## src/rtl/seven_seg_pkg.sv

```systemverilog
// seven_seg_pkg: shared constants and active-low segment table {g,f,e,d,c,b,a} for the scanner
package seven_seg_pkg;
  localparam int NUM_DIGITS = 4;
  localparam logic [6:0] SEG_BLANK = 7'h7F;
  localparam logic [3:0] ANODE_OFF = 4'b1111;
  // Entry k is the pattern for code k; codes 10-15 show hex A,b,C,d,E,F for debug
  localparam logic [15:0][6:0] SEG_TABLE = {
    7'h0E, 7'h06, 7'h21, 7'h46, 7'h03, 7'h08, 7'h10, 7'h00,
    7'h78, 7'h02, 7'h12, 7'h19, 7'h30, 7'h24, 7'h79, 7'h40
  };
endpackage

```

## src/rtl/seg7_decode.sv

```systemverilog
// seg7_decode: combinational 4-bit code to active-low seven-segment pattern
module seg7_decode
  import seven_seg_pkg::*;
(
  input  logic [3:0] i_code,
  output logic [6:0] o_seg
);
  assign o_seg = SEG_TABLE[i_code];
endmodule

```

## src/rtl/seven_seg_scanner.sv

```systemverilog
// seven_seg_scanner: 4-digit multiplexed common-anode driver; define SEVEN_SEG_LZB_EN for leading-zero blanking
module seven_seg_scanner
  import seven_seg_pkg::*;
#(
  parameter int REFRESH_DIV = 100000,
  parameter int GUARD       = 2
) (
  input  logic       clk,
  input  logic       rst_n,
  input  logic       load,
  input  logic [3:0] thousands,
  input  logic [3:0] hundreds,
  input  logic [3:0] tens,
  input  logic [3:0] ones,
  input  logic [3:0] dp_en,
  output logic [3:0] anode,
  output logic [6:0] seg,
  output logic       dp,
  output logic       frame_done
);
  localparam int CW = (REFRESH_DIV > 1) ? $clog2(REFRESH_DIV) : 1;
  localparam logic [CW-1:0] TC = CW'(REFRESH_DIV - 1);

  logic [CW-1:0]                r_cnt;
  logic [1:0]                   r_idx;
  logic [NUM_DIGITS-1:0][3:0]   r_dig;
  logic [NUM_DIGITS-1:0]        r_dp_en;
  logic [3:0]                   r_anode;
  logic [6:0]                   r_seg;
  logic                         r_dp;
  logic                         r_frame_done;
  logic [3:0]                   w_code;
  logic [6:0]                   w_seg;
  logic                         w_tc;
  logic                         w_lzb;
  logic                         w_blank;

  assign w_code = r_dig[r_idx];
  assign w_tc   = r_cnt == TC;

`ifdef SEVEN_SEG_LZB_EN
  // A digit is blanked when it and every more significant digit are zero; ones always shows
  assign w_lzb = (r_idx == 2'd3 && r_dig[3] == 4'd0) ||
                 (r_idx == 2'd2 && r_dig[3] == 4'd0 && r_dig[2] == 4'd0) ||
                 (r_idx == 2'd1 && r_dig[3] == 4'd0 && r_dig[2] == 4'd0 && r_dig[1] == 4'd0);
`else
  assign w_lzb = 1'b0;
`endif

  // Signed compare keeps GUARD=0 a plain runtime-false test instead of a constant unsigned one
  assign w_blank = (int'(r_cnt) < GUARD) || w_lzb;

  seg7_decode u_decode (
    .i_code (w_code),
    .o_seg  (w_seg)
  );

  // Capture shadows, advance slot counter and digit index, register display outputs from current state
  always_ff @(posedge clk or negedge rst_n)
    if (!rst_n) begin
      r_dig        <= '0;
      r_dp_en      <= '0;
      r_cnt        <= '0;
      r_idx        <= '0;
      r_anode      <= ANODE_OFF;
      r_seg        <= SEG_BLANK;
      r_dp         <= 1'b1;
      r_frame_done <= 1'b0;
    end else begin
      if (load) begin
        r_dig   <= {thousands, hundreds, tens, ones};
        r_dp_en <= dp_en;
      end
      r_cnt        <= w_tc ? '0 : r_cnt + 1'b1;
      r_idx        <= w_tc ? r_idx + 1'b1 : r_idx;
      r_frame_done <= w_tc && r_idx == 2'd3;
      r_anode      <= w_blank ? ANODE_OFF : ~(4'b0001 << r_idx);
      r_seg        <= w_blank ? SEG_BLANK : w_seg;
      r_dp         <= w_blank | ~r_dp_en[r_idx];
    end

  assign anode      = r_anode;
  assign seg        = r_seg;
  assign dp         = r_dp;
  assign frame_done = r_frame_done;
endmodule

```

## config.mk

```make
export PLATFORM = sky130hd
export DESIGN_NAME = seven_seg_scanner
export DESIGN_NICKNAME = d
export VERILOG_FILES = /design/src/rtl/seven_seg_pkg.sv /design/src/rtl/seg7_decode.sv /design/src/rtl/seven_seg_scanner.sv
export SDC_FILE = /design/constraint.sdc
export NUM_CORES = 1
export LEC_CHECK = 0
export ABC_AREA = 1
export BUFFER_PORTS_ARGS = -buffer_cell sky130_fd_sc_hd__buf_2
export CAP_MARGIN = 0
export CORE_ASPECT_RATIO = 1.5
export CORE_MARGIN = 1.5
export CORE_UTILIZATION = 55
export CTS_CLUSTER_SIZE = 25
export DETAILED_ROUTE_END_ITERATION = 6
export GPL_TIMING_DRIVEN = 0
export PLACE_DENSITY = 0.77
export SETUP_SLACK_MARGIN = 0.2
export SLEW_MARGIN = 25
export SYNTH_ARGS = -nofsm -noshare
export SYNTH_HDL_FRONTEND = slang
export SYNTH_SLANG_ARGS = --single-unit
```

## constraint.sdc

```tcl
create_clock -name clk -period 1.8 [get_ports clk]
set_input_delay 0.27 -clock clk [delete_from_list [all_inputs] [get_ports clk]]
set_output_delay 0.27 -clock clk [all_outputs]
set_load 0.005 [all_outputs]
```

==> metrics.log <==
INFO  metric outcome = finished, final reports clean
INFO  metric hold_viol = 0
INFO  metric slew_viol_final = 0
INFO  metric post-synth-top-area-cell = sky130_fd_sc_hd__dfrtp_1
INFO  metric maximum_level_of_the_cts_h_tree = 2
INFO  metric worstSetupEndpointType = flip-flop
INFO  metric synth_fp_nets = 340
INFO  metric groute.usage.overall = 21.5%
INFO  metric critical_path_class = flip-flop to flip-flop
INFO  metric ios = 36
INFO  metric area_inside_the_core_boundary = 4810 µm²
INFO  metric grt_setup_unrepaired = yes
INFO  metric antenna_found_initial = 0
INFO  metric clock-skew-final = 0.00880 ns
INFO  metric numPlacedInstances = 407
INFO  metric cts_root_buffer = sky130_fd_sc_hd__clkbuf_8
INFO  metric p_leak = 1.64 nW
INFO  metric critical_path_peak_fanout = 7
INFO  metric grtUsageMet3 = 5.35%
INFO  metric clkLatencyLatePin = 0.32 ns
INFO  metric layout.cell_area.non_filler = 3300 µm²
INFO  metric drt-initial-drc-count = 81
INFO  metric tritoncts = yes
INFO  metric preCtsSetupSlack = 0.0507 ns
INFO  metric fin_ws = 0.234 ns
INFO  metric std_cell_rows = 31
INFO  metric place.port_buffers = 35
INFO  metric place_hpwl = 3730 µm
INFO  metric ys_ff_latch = 52
INFO  metric worst_path_clk_slew = 0.10 ns
INFO  metric detailed_place.area = 2990 µm²
INFO  metric global_route.overflow_total = 0
INFO  metric synth.top_cell.area_share = 36.6%
INFO  metric cap_violations = 0
INFO  metric diodes = 0
INFO  metric dr_total_vias = 2,211
INFO  metric postSynth.topFlopCell = sky130_fd_sc_hd__dfrtp_1
INFO  metric critical_path_source_type = flip-flop
INFO  metric postSynth.asyncResetShare = 100%
INFO  metric grt_start_max_net_pins = 53
INFO  metric worst_slew_pin_slew = 0.638 ns
INFO  metric drive_gt1_share = 35.7%
INFO  metric worst_ep_arrival_time = 1.82 ns
INFO  metric holdCritPathClass = input port to flip-flop
INFO  metric netlist_instances = 306
INFO  metric yosys_warnings = 0
INFO  metric globalRouteMet2Util = 35.3%
INFO  metric final_core_util = 68.6%
INFO  metric synth_commonest_cells = sky130_fd_sc_hd__nand2_1, sky130_fd_sc_hd__dfrtp_1, sky130_fd_sc_hd__nor2_1, sky130_fd_sc_hd__nand3_1, sky130_fd_sc_hd__inv_1
INFO  metric number_of_unique_standard_cell_types_used_by_synthesis = 26
INFO  metric num-nets-final = 394
INFO  metric cts-buffers-inserted = 5
INFO  metric detailed_route_wire_length_per_cell = 13.1 µm
INFO  metric postRouteAntennaNets = 0
INFO  metric post_synth.cell_area_avg = 8.93 µm²
INFO  metric fp.dieArea = 5410 µm²
INFO  metric drc_viols = 0
INFO  metric power.ir.vdd_worst = 0.000499 V
INFO  metric drtPass1Iterations = 4
INFO  metric worst-endpoint-required = 2.05 ns
INFO  metric power_density = 703 nW/µm²
INFO  metric setup_total_negative_slack = 0 ns
INFO  metric max-slew-margin-rel = 57.5%
INFO  metric setup_viol = 0
INFO  metric synth_sequential_area_ratio = 48.2%
INFO  metric timing.final.crit_share = 87.0%
INFO  metric detail_route.vias_per_cell = 5.18
INFO  metric start_util = 56.8%
INFO  metric areaGrowthSynthToFinish = 20.8%
INFO  metric gr-usage-met1 = 26.4%
INFO  metric grt_most_used_layer = met2
INFO  metric dieWidth = 60.5 µm
INFO  metric die-height = 89.3 µm
INFO  metric synth-edff-count = 0
INFO  metric yosysMostFrequentCell = sky130_fd_sc_hd__nand2_1
INFO  metric finalNonFillerCells = 427
INFO  metric fin_crit = 1.57 ns
INFO  metric cts.path.max_buffers = 2
INFO  metric routabilityCongestion = 0.904
INFO  metric syn-cell-area = 2730 µm²
INFO  metric global_route_wire_length_before_repair = 8640 µm
INFO  metric clock.fmax = 639 MHz
INFO  metric cells_taking_the_most_area_after_synthesis = sky130_fd_sc_hd__dfrtp_1, sky130_fd_sc_hd__dfstp_2, sky130_fd_sc_hd__nand2_1
INFO  metric routed_wirelength = 5580 µm
INFO  metric first_global_vias = 2,027
INFO  metric cts.sinks = 52
## state kept, by name, indices dropped and copies added, names as in the netlist
signal,count
r_cnt,17
r_dig,16
seg,7
anode,4
r_dp_en,4
r_idx,2
dp,1
frame_done,1
## what timing repair did
item | in CTS | in global routing
gates resized for setup | 8 | 21
pin swaps | 1 | 3
endpoints found under the setup margin | 7 | 7
endpoints found under the hold margin | 37 | 0
hold buffers | 1 | 0
setup buffers | 7 | 4
## layout by cell type, fill, tap and decap left out, drive strengths merged
cell	instances
nand3	36
dlygate4sd3	1
dfstp	12
clkinvlp	1
buf	50
nand2	79
clkinv	1
nor3	6
dfrtp	40
clkbuf	5
nor2	43
a21oi	5
nand4	4
inv	35
mux2	18
o21ai	8
xor2	6
ha	11
## logic make-up (layout without fill, tap and decap cells)
logic type	count (synthesis)	count (layout)	synth area share, %
DFF	52	52	48.2
buffers and inverters	38	93	5.73
and+or+nand+nor	168	168	29.3
adders and majority gates	11	11	5.04
muxes	18	18	7.42
AOI/OAI and AO/OA	13	13	2.38
xor gates and xnor gates	6	6	1.92
## power by group
part           switching, mW  internal [mW]
clock network          0.420          0.286
logic                  0.175          0.155
registers             0.0273           1.26
total                  0.622           1.70
## final cells by class
| class | instances | area, µm² |
|---|---|---|
| clock buffers | 5 | 68.8 |
| well taps | 66 | 82.6 |
| plain buffers | 4 | 32.5 |
| flip-flops and latches | 52 | 1320 |
| multi-input cells | 216 | 1360 |
| repair buffers | 47 | 274 |
| clock inverters | 3 | 27.5 |
| inverters | 34 | 135 |
| fillers | 401 | 1510 |
## worst paths after layout
check / from / to / slack, ns / cells after the start
hold reg to reg: r_cnt[0] / r_cnt[0] / 0.48 / 1
setup / recovery: r_idx[0] / seg[6] / 0.23 / 12
setup reg to reg: r_idx[0] / seg[6] / 0.23 / 12
hold / removal: dp_en[2] / r_dp_en[2] / 0.15 / 3
max in group asynchronous: rst_n / r_idx[1] / 0.84 / 2
min in group asynchronous: rst_n / r_cnt[11] / 0.51 / 2
## metal layers
metal	share of wire [%]	wire length (µm)	vias up
met5	0	0	-
met4	2.2	123	0
met3	3.6	201	12
met2	54	2990	60
met1	41	2270	1055
li1	-	-	1084
## critical path, cell delays in order, from the launching register on
cell and delay (ns):
sky130_fd_sc_hd__dfrtp_1 0.45, sky130_fd_sc_hd__inv_2 0.10, sky130_fd_sc_hd__buf_6 0.13, sky130_fd_sc_hd__nand2_2 0.05, sky130_fd_sc_hd__nand3_2 0.10, sky130_fd_sc_hd__nand2_8 0.09, sky130_fd_sc_hd__buf_6 0.12, sky130_fd_sc_hd__buf_4 0.12
sky130_fd_sc_hd__buf_4 0.13, sky130_fd_sc_hd__nand2_1 0.05, sky130_fd_sc_hd__nand2_1 0.05, sky130_fd_sc_hd__nand2_1 0.06, sky130_fd_sc_hd__nand2_1 0.05
## stage by stage
step	hold WS, ns	total power, mW
4_1_cts	0.158	2.29
3_3_place_gp	0.459	1.57
2_1_floorplan	-0.0256	1.47
5_1_grt	0.157	2.43
3_5_place_dp	0.333	1.58
6_report	0.154	2.32
(Power assumes the default switching activity.)
